### src/rtl/seg_digit_scanner.sv
// Multi-digit 7-segment scan controller: steps through the digits of a packed
// BCD value at a programmable rate. It drives one 4-bit code, a one-hot digit
// enable and a decimal point per digit period. Value updates take effect only
// at frame boundaries.
module seg_digit_scanner #(
  parameter int NUM_DIGITS    = 4,
  parameter int REFRESH_DIV   = 50000,
  parameter int DEADTIME      = 2,
  parameter int BLANK_LEADING = 1
) (
  input  logic                    clk,
  input  logic                    rst_n,
  input  logic                    load,
  input  logic [4*NUM_DIGITS-1:0] value,
  input  logic [NUM_DIGITS-1:0]   dp_in,
  output logic [3:0]              bin_out,
  output logic [NUM_DIGITS-1:0]   digit_en,
  output logic                    dp_out,
  output logic                    frame_tick
);

  localparam int PW = (REFRESH_DIV > 1) ? $clog2(REFRESH_DIV) : 1;
  localparam int IW = (NUM_DIGITS > 1) ? $clog2(NUM_DIGITS) : 1;
  localparam int VW = 4 * NUM_DIGITS;

  localparam logic [PW-1:0] P_LAST = PW'(REFRESH_DIV - 1);
  localparam logic [PW-1:0] P_DEAD = PW'(DEADTIME);
  localparam logic [IW-1:0] I_LAST = IW'(NUM_DIGITS - 1);

  logic [PW-1:0]         prescaler;
  logic [IW-1:0]         idx;
  logic [VW-1:0]         pending;
  logic [NUM_DIGITS-1:0] pending_dp;
  logic [VW-1:0]         active;
  logic [NUM_DIGITS-1:0] active_dp;
  logic                  period_end;
  logic                  frame_end;

  // Code for the selected digit. A digit is blanked (4'hF) when it and every
  // more significant digit are zero. Digit 0 always shows, so a zero value
  // still displays a single "0".
  function automatic logic [3:0] digit_code(input logic [VW-1:0] act,
                                            input logic [IW-1:0] sel);
    logic [3:0] nib;
    logic       upper_nz;
    nib      = 4'h0;
    upper_nz = 1'b0;
    for (int j = 0; j < NUM_DIGITS; j++) begin
      if (j == int'(sel))
        nib = act[4*j +: 4];
      if (j >= int'(sel) && act[4*j +: 4] != 4'h0)
        upper_nz = 1'b1;
    end
    if (BLANK_LEADING != 0 && sel != '0 && !upper_nz)
      return 4'hF;
    return nib;
  endfunction

  // Decimal point of the selected digit. It is shown even on blanked digits.
  function automatic logic digit_dp(input logic [NUM_DIGITS-1:0] dps,
                                    input logic [IW-1:0]         sel);
    logic bit_sel;
    bit_sel = 1'b0;
    for (int j = 0; j < NUM_DIGITS; j++)
      if (j == int'(sel))
        bit_sel = dps[j];
    return bit_sel;
  endfunction

  assign period_end = (prescaler == P_LAST);
  assign frame_end  = period_end && (idx == I_LAST);

  // Prescaler and digit index; frame_tick is raised alongside the return to digit 0
  always_ff @(posedge clk or negedge rst_n) begin
    if (!rst_n) begin
      prescaler  <= '0;
      idx        <= '0;
      frame_tick <= 1'b0;
    end else begin
      frame_tick <= frame_end;
      if (period_end) begin
        prescaler <= '0;
        idx       <= (idx == I_LAST) ? '0 : idx + 1'b1;
      end else begin
        prescaler <= prescaler + 1'b1;
      end
    end
  end

  // Pending buffer: the most recent load within a frame wins
  always_ff @(posedge clk or negedge rst_n) begin
    if (!rst_n) begin
      pending    <= '0;
      pending_dp <= '0;
    end else if (load) begin
      pending    <= value;
      pending_dp <= dp_in;
    end
  end

  // Displayed value changes only at the frame boundary; a load on that exact edge bypasses pending
  always_ff @(posedge clk or negedge rst_n) begin
    if (!rst_n) begin
      active    <= '0;
      active_dp <= '0;
    end else if (frame_end) begin
      active    <= load ? value : pending;
      active_dp <= load ? dp_in : pending_dp;
    end
  end

  // Outputs decoded from registered state only; enables stay off during the dead time
  always_comb begin
    digit_en = '0;
    for (int i = 0; i < NUM_DIGITS; i++)
      digit_en[i] = (int'(idx) == i) && (prescaler >= P_DEAD);
    bin_out = digit_code(active, idx);
    dp_out  = digit_dp(active_dp, idx);
  end

endmodule
### config.mk
export PLATFORM = sky130hd
export DESIGN_NAME = seg_digit_scanner
export DESIGN_NICKNAME = d
export VERILOG_FILES = /design/src/rtl/seg_digit_scanner.sv
export SDC_FILE = /design/constraint.sdc
export NUM_CORES = 1
export LEC_CHECK = 0
export BUFFER_PORTS_ARGS = -buffer_cell sky130_fd_sc_hd__buf_2
export CAP_MARGIN = 20
export CORE_MARGIN = 2
export CORE_UTILIZATION = 60
export CTS_BUF_LIST = sky130_fd_sc_hd__clkbuf_8
export DETAILED_ROUTE_END_ITERATION = 6
export GPL_TIMING_DRIVEN = 0
export HOLD_SLACK_MARGIN = 0.12
export PLACE_DENSITY_LB_ADDON = 0.08
export SYNTH_ARGS = -nofsm -noshare
export SYNTH_HDL_FRONTEND = slang
export SYNTH_SLANG_ARGS = --single-unit
### constraint.sdc
create_clock -name clk -period 2.5 [get_ports clk]
set_input_delay 0.5 -clock clk [delete_from_list [all_inputs] [get_ports clk]]
set_output_delay 0.5 -clock clk [all_outputs]
set_load 0.05 [all_outputs]
==> results.sh, run 1 <==
export IMPL_status="complete, but fails checks"
export IMPL_violations="setup timing"
export IMPL_track_usage_pct=23.05
export IMPL_synth_simple_gate_area_share_pct=12.25
export IMPL_hp_class="in2async"
export IMPL_max_slew_margin_rel_pct=55.92
export IMPL_r2r_start="prescaler[0]$_DFF_PN0_"
export IMPL_holdBufCountCts=0
export IMPL_synth_top_family_by_area="multiplexers"
export IMPL_die_x_um=72.06
export IMPL_netlist_area_mm2=0.002779
export IMPL_hold_viol_final=0
export IMPL_r2r_end="active[10]$_DFFE_PN0P_"
export IMPL_row_count=24
export IMPL_drc=0
export IMPL_crit_required_ns=2.00
export IMPL_drv_cap=0
export IMPL_synth_xor_area_share_pct=4.412
export IMPL_antenna_found_initial=0
export IMPL_antenna_left=0
export IMPL_reg2reg_slack_ns=0.60
export IMPL_die_h_um=72.06
export IMPL_syn_avg_cell_area_um2=13.05
export IMPL_cts_buffers_inserted=9
export IMPL_slew_viol_final=0
export IMPL_setup_slack_ns=-0.02229
export IMPL_skew_ns=0.006257
export IMPL_start_kind="register"
export IMPL_ys_top_cells_by_count="dfrtp_1 (59), mux2_2 (21), mux2_4 (19)"
export IMPL_cts_buffer_depth=2
export IMPL_drive_gt1_share_pct=46.30
export IMPL_power_density_mw_per_mm2=622.5
export IMPL_routed_wirelength_mm=5.296
export IMPL_grt_pass1_vias=1839
export IMPL_grt_overflow=0
export IMPL_clkTransAtPathRegs_ns=0.07
export IMPL_synth_top_cell_area_share_pct=53.13
export IMPL_start_util_pct=62.95
export IMPL_muxShareOfSynthArea_pct=18.78
export IMPL_period_needed_ns=2.522
export IMPL_core_area_mm2=0.004414
export IMPL_yosysMostFrequentCell="dfrtp_1"
export IMPL_endpoint_kind="primary output"
export IMPL_grt_pass1_wl_mm=8.997
export IMPL_synthTopCellsByArea="dfrtp_1 (53%), mux2_4 (10%), mux2_2 (8.5%)"
export IMPL_htreeDepth=3
export IMPL_synthAdderAreaFrac_pct=3.152
export IMPL_via_per_inst=5.652
export IMPL_vias=1820
export IMPL_clock_sinks=59
export IMPL_synth_ff_type="dfrtp_1"
export IMPL_crit_arrival_ns=2.02
export IMPL_total_power_mw=2.175
export IMPL_drtIter0Drc=105
export IMPL_synth_edf_count=0
export IMPL_crit_path_end="bin_out[2]"
export IMPL_first_pass_iters=5
export IMPL_insertion_delay_ns=0.34
export IMPL_gp_routability_congestion=0.7698
export IMPL_ys_seq_area_share_pct=53.13
export IMPL_ys_types=32
export IMPL_rsz0062_at_grt="yes"
export IMPL_ir_worst_vdd_v=0.0004321
export IMPL_post_dp_hpwl_mm=3.527
export IMPL_synthesis_nets=243
export IMPL_antenna_cells=0
export IMPL_synth_area_leader_cell="dfrtp_1"
export IMPL_stdcell_count=322
export IMPL_ys_warnings_count=0
export IMPL_synth_cells=213
export IMPL_max_freq_ghz=0.3965
export IMPL_dieArea_mm2=0.005192
export IMPL_clockRootBuffer="clkbuf_8"
export IMPL_fin_crit_sh_pct=100.9
export IMPL_final_area_mm2=0.003493
export IMPL_ys_seq_elements=59
export IMPL_fin_nets=295
export IMPL_wl_per_cell_um=16.45
export IMPL_r2r_cells=7
export IMPL_syn_to_final_growth_pct=25.71
export IMPL_portBuffers=31
export IMPL_dp_cells=297
export IMPL_io_pins=33
export IMPL_worstMarginPinSlew_ns=0.6611
export IMPL_crit_fanout=5
export IMPL_cp_startpoint="idx[1]$_DFFE_PN0N_"
export IMPL_async_flop_share_pct=100.0
export IMPL_critPathKind="reg2out"
export IMPL_setup_violations=2
export IMPL_utilization_pct=79.14
export IMPL_cts_tree="built"
export IMPL_dpl_instance_area_mm2=0.003024
export IMPL_synth_compound_area_share_pct=5.043
export IMPL_p_leak_nw=1.689
export IMPL_grt_max_degree=32
==> routing by layer <==
layer | GRT usage (%) | vias up | part of all wire (%)
met1 | 30.06 | 910 | 45
met4 | 8.805 | 0 | 1.9
li1 | - | 857 | -
met5 | 0 | - | 0
met2 | 38.17 | 41 | 49
met3 | 4.861 | 12 | 3.6
==> worst max-delay path, stage by stage (launching register included) <==
cell     delay, ns
dfrtp_1       0.44
inv_2         0.11
ha_4          0.18
nor2b_4       0.14
a221o_1       0.34
a221o_1       0.33
buf_6         0.16
==> power breakdown <==
part           switching [mW]  total, mW  internal [mW]
clock                   0.378      0.989          0.610
combinational          0.0769      0.161         0.0844
sequential             0.0219       1.02           1.00
==> layout by cell type (no fill, tap or decap), drive strengths merged <==
cell type | synthesis | routed
dfrtp | 59 | 59
buf | 3 | 44
mux2 | 40 | 40
nor2 | 15 | 15
clkbuf | 4 | 15
inv | 12 | 13
nand3 | 10 | 10
xnor2 | 9 | 9
a221o | 8 | 8
nor3 | 7 | 7
ha | 7 | 7
nor4 | 6 | 6
xor2 | 5 | 5
a21oi | 5 | 5
nor2b | 5 | 5
nand2 | 4 | 4
nand4 | 3 | 3
or4 | 2 | 2
o21ai | 2 | 2
bufinv | 0 | 2
nor4b | 2 | 2
a41oi | 1 | 1
and2 | 1 | 1
and3 | 1 | 1
a221oi | 1 | 1
o31ai | 1 | 1
clkinvlp | 0 | 1
clkinv | 0 | 1
==> registers in the layout, summed over array words and instances (netlist names) <==
name / count
pending: 16
active: 16
prescaler: 16
frame_tick: 1
active_dp: 4
pending_dp: 4
idx: 2
==> stage by stage <==
stage / hold slack [ns] / TNS, ns / worst slack [ns]
after floorplan: 0.2044 / 0 / 0.1310
after global placement: 0.4822 / 0 / 0.1644
after detailed placement: 0.4856 / 0 / 0.1507
after CTS: 0.2111 / 0 / 0.001186
after global routing: 0.2421 / -0.3275 / -0.08690
final: 0.1862 / -0.03433 / -0.02229
==> final cells by class <==
class	instances	area, um2
flip-flops and latches	59	1476
repair buffers	41	302.8
well taps	52	65.06
fillers	266	920.9
clock inverters	5	76.32
inverters	12	45.04
clock buffers	11	151.4
plain buffers	7	53.80
multi-input cells	135	1323
==> worst min-delay path by stage <==
stage / from / depth (start not counted) / slack [ns] / endpoint
floorplan: rst_n / 0 / 0.20 / active[0]$_DFFE_PN0P_
global placement: pending[13]$_DFF_PN0_ / 1 / 0.48 / pending[13]$_DFF_PN0_
detailed placement: pending[13]$_DFF_PN0_ / 1 / 0.49 / pending[13]$_DFF_PN0_
CTS: rst_n / 1 / 0.21 / active[9]$_DFFE_PN0P_
global route: rst_n / 1 / 0.24 / pending[8]$_DFF_PN0_
finish: rst_n / 1 / 0.19 / active[9]$_DFFE_PN0P_
==> cells by family after synthesis <==
kind of cell,Yosys count
mux,40
flops,59
fa+ha+maj,7
compound gates,18
simple gates,56
xor+xnor,14
buf+inv,19
==> what timing repair did <==
item,4_1_cts,5_1_grt
buffers inserted,6,3
gates cloned,0,0
pin swaps,3,4
endpoints found under the hold margin,0,0
resized for setup,27,21
setup endpoints to repair,9,8
No activity file was read; power rests on OpenSTA's default activity.
==> run 2: changes to the inputs <==
Settings changed: CORE_ASPECT_RATIO set to 0.75.
==> results.sh, run 2 (synthesis results as in run 1) <==
export IMPL_status="finished, final reports clean"
export IMPL_grt_max_degree=38
export IMPL_drive_gt1_share_pct=45.52
export IMPL_holdBufCountCts=0
export IMPL_skew_ns=0.005535
export IMPL_antenna_cells=0
export IMPL_hp_class="in2async"
export IMPL_crit_required_ns=2.00
export IMPL_setup_violations=0
export IMPL_utilization_pct=76.41
export IMPL_routed_wirelength_mm=5.358
export IMPL_clock_sinks=59
export IMPL_grt_pass1_wl_mm=8.901
export IMPL_fin_hold_ws_ns=0.1475
export IMPL_grt_use_met1_pct=36.57
export IMPL_grt_overflow=0
export IMPL_start_util_pct=62.21
export IMPL_slew_viol_final=0
export IMPL_clockRootBuffer="clkbuf_8"
export IMPL_core_area_mm2=0.004467
export IMPL_drtIter0Drc=182
export IMPL_reg_top3="active x16, pending x16, prescaler x16"
export IMPL_use_met2_pct=30.85
export IMPL_htreeDepth=3
export IMPL_syn_to_final_growth_pct=22.83
export IMPL_grt_pass1_vias=1773
export IMPL_fillers=301
export IMPL_p_leak_nw=1.664
export IMPL_first_pass_iters=4
export IMPL_portBuffers=31
export IMPL_ir_worst_vdd_v=0.0004056
export IMPL_start_kind="register"
export IMPL_stdcell_count=325
export IMPL_max_freq_ghz=0.4043
export IMPL_wl_per_cell_um=16.49
export IMPL_worstMarginPinSlew_ns=0.5619
export IMPL_max_slew_margin_rel_pct=62.54
export IMPL_via_per_inst=5.597
export IMPL_power_density_mw_per_mm2=563.7
export IMPL_total_power_mw=1.924
export IMPL_die_x_um=82.59
export IMPL_post_dp_hpwl_mm=3.728
export IMPL_die_h_um=62.94
export IMPL_crit_fanout=5
export IMPL_track_usage_pct=23.60
export IMPL_cts_buffers_inserted=9
export IMPL_fin_crit_sh_pct=98.94
export IMPL_hold_viol_final=0
export IMPL_period_needed_ns=2.474
export IMPL_rsz0062_at_grt="yes"
export IMPL_crit_arrival_ns=1.97
export IMPL_dp_cells=302
export IMPL_pre_cts_slack_ns=0.1764
export IMPL_io_pins=33
export IMPL_grtUsageMet3_pct=7.370
export IMPL_antenna_found_initial=0
export IMPL_fin_nets=293
export IMPL_vias=1819
export IMPL_busiest_layer="met1"
export IMPL_cts_buffer_depth=2
export IMPL_drv_cap=0
export IMPL_dieArea_mm2=0.005197
export IMPL_final_common_cell="dfrtp_1"
export IMPL_layout_common_cells="dfrtp_1 (58), buf_2 (23), mux2_2 (21)"
export IMPL_endpoint_kind="primary output"
export IMPL_drc=0
export IMPL_antenna_left=0
export IMPL_insertion_delay_ns=0.33
export IMPL_cts_tree="built"
export IMPL_setup_slack_ns=0.02643
export IMPL_row_count=21
export IMPL_clkTransAtPathRegs_ns=0.06
export IMPL_gp_routability_congestion=0.7902
export IMPL_critPathKind="reg2out"
[run 2: power by group]
group | total [mW] | internal [mW] | switching, mW
logic | 0.163 | 0.0855 | 0.0777
registers | 1.03 | 1.00 | 0.0223
clock network | 0.735 | 0.399 | 0.336
[run 2: worst paths after layout]
path | from | end | slack (ns) | depth (start not counted)
max in group asynchronous | rst_n | pending_dp[2]$_DFF_PN0_ | 1.79 | 2
hold / removal | rst_n | prescaler[2]$_DFF_PN0_ | 0.15 | 1
setup reg to reg | prescaler[0]$_DFF_PN0_ | active[10]$_DFFE_PN0P_ | 0.58 | 7
hold reg to reg | pending[10]$_DFF_PN0_ | pending[10]$_DFF_PN0_ | 0.50 | 1
min in group clk | value[13] | pending[13]$_DFF_PN0_ | 0.42 | 2
setup / recovery | prescaler[1]$_DFF_PN0_ | digit_en[2] | 0.03 | 6
[run 2: critical path, stage by stage (launching register included)]
cell and delay (ns):
dfrtp_1 0.43, ha_2 0.19, or4_4 0.41, nor3_2 0.16, and3_4 0.23, nor2b_1 0.07, buf_6 0.15
[run 2: final cells by class]
cell class / instances / area (um2) / share of cell area (%)
Tap cell: 57 / 71.32 / 2.089
Buffer: 7 / 47.55 / 1.393
Multi-Input combinational cell: 135 / 1319 / 38.64
Clock inverter: 5 / 21.27 / 0.6232
Clock buffer: 11 / 151.4 / 4.435
Sequential cell: 59 / 1478 / 43.29
Inverter: 12 / 45.04 / 1.320
Timing Repair Buffer: 39 / 280.3 / 8.211
[run 2: layer usage]
metal / vias up / share of wire (%)
li1: 856 / -
met4: 0 / 1.4
met2: 52 / 44
met3: 7 / 5.1
met5: - / 0
met1: 904 / 49
[run 2: stage by stage]
stage / cell area (um2) / setup TNS, ns
after floorplan: 2784 / 0
after global placement: 3010 / 0
after detailed placement: 3030 / 0
after CTS: 3328 / -0.006902
after global routing: 3413 / -0.3165
final: 3413 / 0
[run 2: repair_timing]
action                                  in CTS  in global routing
endpoints found under the setup margin       9                  9
resized for setup                           25                 19
pin swaps                                    2                  3
buffers inserted                             5                  2
==> run 3: changes to the inputs <==
Settings changed: SETUP_SLACK_MARGIN set to 0.4.
==> results.sh, run 3 (synthesis results as in run 1) <==
export IMPL_holdBufCountCts=0
export IMPL_row_count=21
export IMPL_cts_tree="built"
export IMPL_cts_buffer_depth=2
export IMPL_r2r_start="prescaler[1]$_DFF_PN0_"
export IMPL_crit_arrival_ns=2.02
export IMPL_routed_wirelength_mm=5.701
export IMPL_grt_max_degree=32
export IMPL_dieArea_mm2=0.005197
export IMPL_cts_buffers_inserted=9
export IMPL_hold_viol_final=0
export IMPL_via_per_inst=5.618
export IMPL_reg_top3="active x16, pending x16, prescaler x16"
export IMPL_fillers=258
export IMPL_vias=1837
export IMPL_wl_per_cell_um=17.43
export IMPL_die_h_um=62.94
export IMPL_syn_to_final_growth_pct=27.06
export IMPL_portBuffers=31
export IMPL_clkTransAtPathRegs_ns=0.07
export IMPL_gp_routability_congestion=0.7964
export IMPL_power_density_mw_per_mm2=588.8
export IMPL_rsz0062_at_grt="yes"
export IMPL_layout_common_cells="dfrtp_1 (59), buf_2 (22), mux2_2 (21)"
export IMPL_worstMarginPinSlew_ns=0.7094
export IMPL_r2r_cells=7
export IMPL_setup_violations=4
export IMPL_first_pass_iters=4
export IMPL_hp_class="in2async"
export IMPL_slew_viol_final=0
export IMPL_endpoint_kind="primary output"
export IMPL_core_area_mm2=0.004467
export IMPL_p_comb_share_pct=8.1
export IMPL_ir_worst_vdd_v=0.0003724
export IMPL_drive_gt1_share_pct=48.52
export IMPL_io_pins=33
export IMPL_intPower_mw=1.620
export IMPL_htreeDepth=3
export IMPL_drc=0
export IMPL_tns_ns=-0.05984
export IMPL_setup_slack_ns=-0.01969
export IMPL_status="complete, but fails checks"
export IMPL_max_slew_margin_rel_pct=52.71
export IMPL_reg2reg_slack_ns=0.55
export IMPL_clkPwrFrac_pct=42.6
export IMPL_pre_cts_slack_ns=0.1061
export IMPL_grt_pass1_wl_mm=9.425
export IMPL_dpl_instance_area_mm2=0.003052
export IMPL_grt_pass1_vias=1804
export IMPL_max_freq_ghz=0.3969
export IMPL_r2r_end="active[13]$_DFFE_PN0P_"
export IMPL_stdcell_count=327
export IMPL_utilization_pct=79.05
export IMPL_insertion_delay_ns=0.35
export IMPL_post_dp_hpwl_mm=3.644
export IMPL_netSwitchingPower_uw=459.3
export IMPL_antenna_left=0
export IMPL_clock_sinks=59
export IMPL_dp_cells=302
export IMPL_antenna_found_initial=0
export IMPL_seqPwrFrac_pct=49.3
export IMPL_crit_fanout=5
export IMPL_fin_crit_sh_pct=100.8
export IMPL_track_usage_pct=25.27
export IMPL_violations="setup timing"
export IMPL_start_util_pct=62.21
export IMPL_drtIter0Drc=154
export IMPL_grt_overflow=0
export IMPL_final_common_cell="dfrtp_1"
export IMPL_crit_required_ns=2.00
export IMPL_p_leak_nw=1.701
export IMPL_skew_ns=0.01016
export IMPL_drv_cap=0
export IMPL_critPathKind="reg2out"
export IMPL_start_kind="register"
export IMPL_period_needed_ns=2.520
export IMPL_fin_nets=297
export IMPL_clockRootBuffer="clkbuf_8"
export IMPL_antenna_cells=0
export IMPL_final_area_mm2=0.003531
export IMPL_die_x_um=82.59
export IMPL_swShare_pct=22.09
[run 3: cell types whose count changed in the layout (fill, tap and decap cells not counted), sizes merged]
cell    before  now
clkinv       2    1
clkbuf      15   16
bufinv       0    1
buf         42   46
inv         15   12
[run 3: how the worst max path moves through the flow]
| stage | startpoint | end | slack (ns) | cells after the start |
|---|---|---|---|---|
| floorplan | idx[1]$_DFFE_PN0N_ | dp_out | 0.35 | 5 |
| global placement | prescaler[10]$_DFF_PN0_ | digit_en[1] | 0.1 | 5 |
| detailed placement | idx[1]$_DFFE_PN0N_ | bin_out[1] | 0.11 | 6 |
| CTS | idx[0]$_DFFE_PN0N_ | bin_out[2] | 0.02 | 6 |
| global route | idx[0]$_DFFE_PN0N_ | bin_out[0] | -0.07 | 6 |
| finish | idx[0]$_DFFE_PN0N_ | bin_out[0] | -0.02 | 6 |
[run 3: per-layer routing]
metal	GRT usage, %	wire length, um	vias up	part of all wire [%]
met5	0	0	-	0
met4	8.197	119	0	2.1
met3	9.538	320	11	5.6
met2	35.48	2540	56	45
met1	36.28	2720	906	48
li1	-	-	864	-
[run 3: area by class of cell]
class | count | area, um2 | area share (%)
clock inverter | 2 | 35.03 | 0.9922
sequential | 59 | 1476 | 41.81
inverter | 12 | 45.04 | 1.276
clock buffer | 12 | 165.2 | 4.678
multi-input combinational | 135 | 1340 | 37.95
buffer | 7 | 65.06 | 1.843
timing repair buffer | 43 | 332.8 | 9.426
tap | 57 | 71.32 | 2.020
[run 3: power by group through the flow]
stage	registers (mW)	logic, mW	clock network [mW]
floorplan	1.03	0.100	0
global placement	1.04	0.148	0
detailed placement	1.04	0.156	0
CTS	1.02	0.169	0.897
global route	1.03	0.185	0.946
finish	1.02	0.169	0.886
[run 3: stage by stage]
stage               hold WS, ns  total power [mW]
detailed placement       0.4869             1.197
global placement         0.4813             1.186
floorplan                0.2044             1.133
finish                   0.1972             2.079
global route             0.2468             2.161
CTS                      0.2116             2.090
[run 3: worst max-delay path, stage by stage, from the launching register on]
cell and delay (ns):
dfrtp_1 0.41, inv_2 0.08, ha_4 0.18, nor2b_4 0.14, a221o_1 0.34, a221o_2 0.37, buf_8 0.16
[run 3: timing repair]
item	in CTS	in global routing
endpoints found under the setup margin	9	9
resized for setup	44	7
pin swaps	2	2
setup buffers	9	2
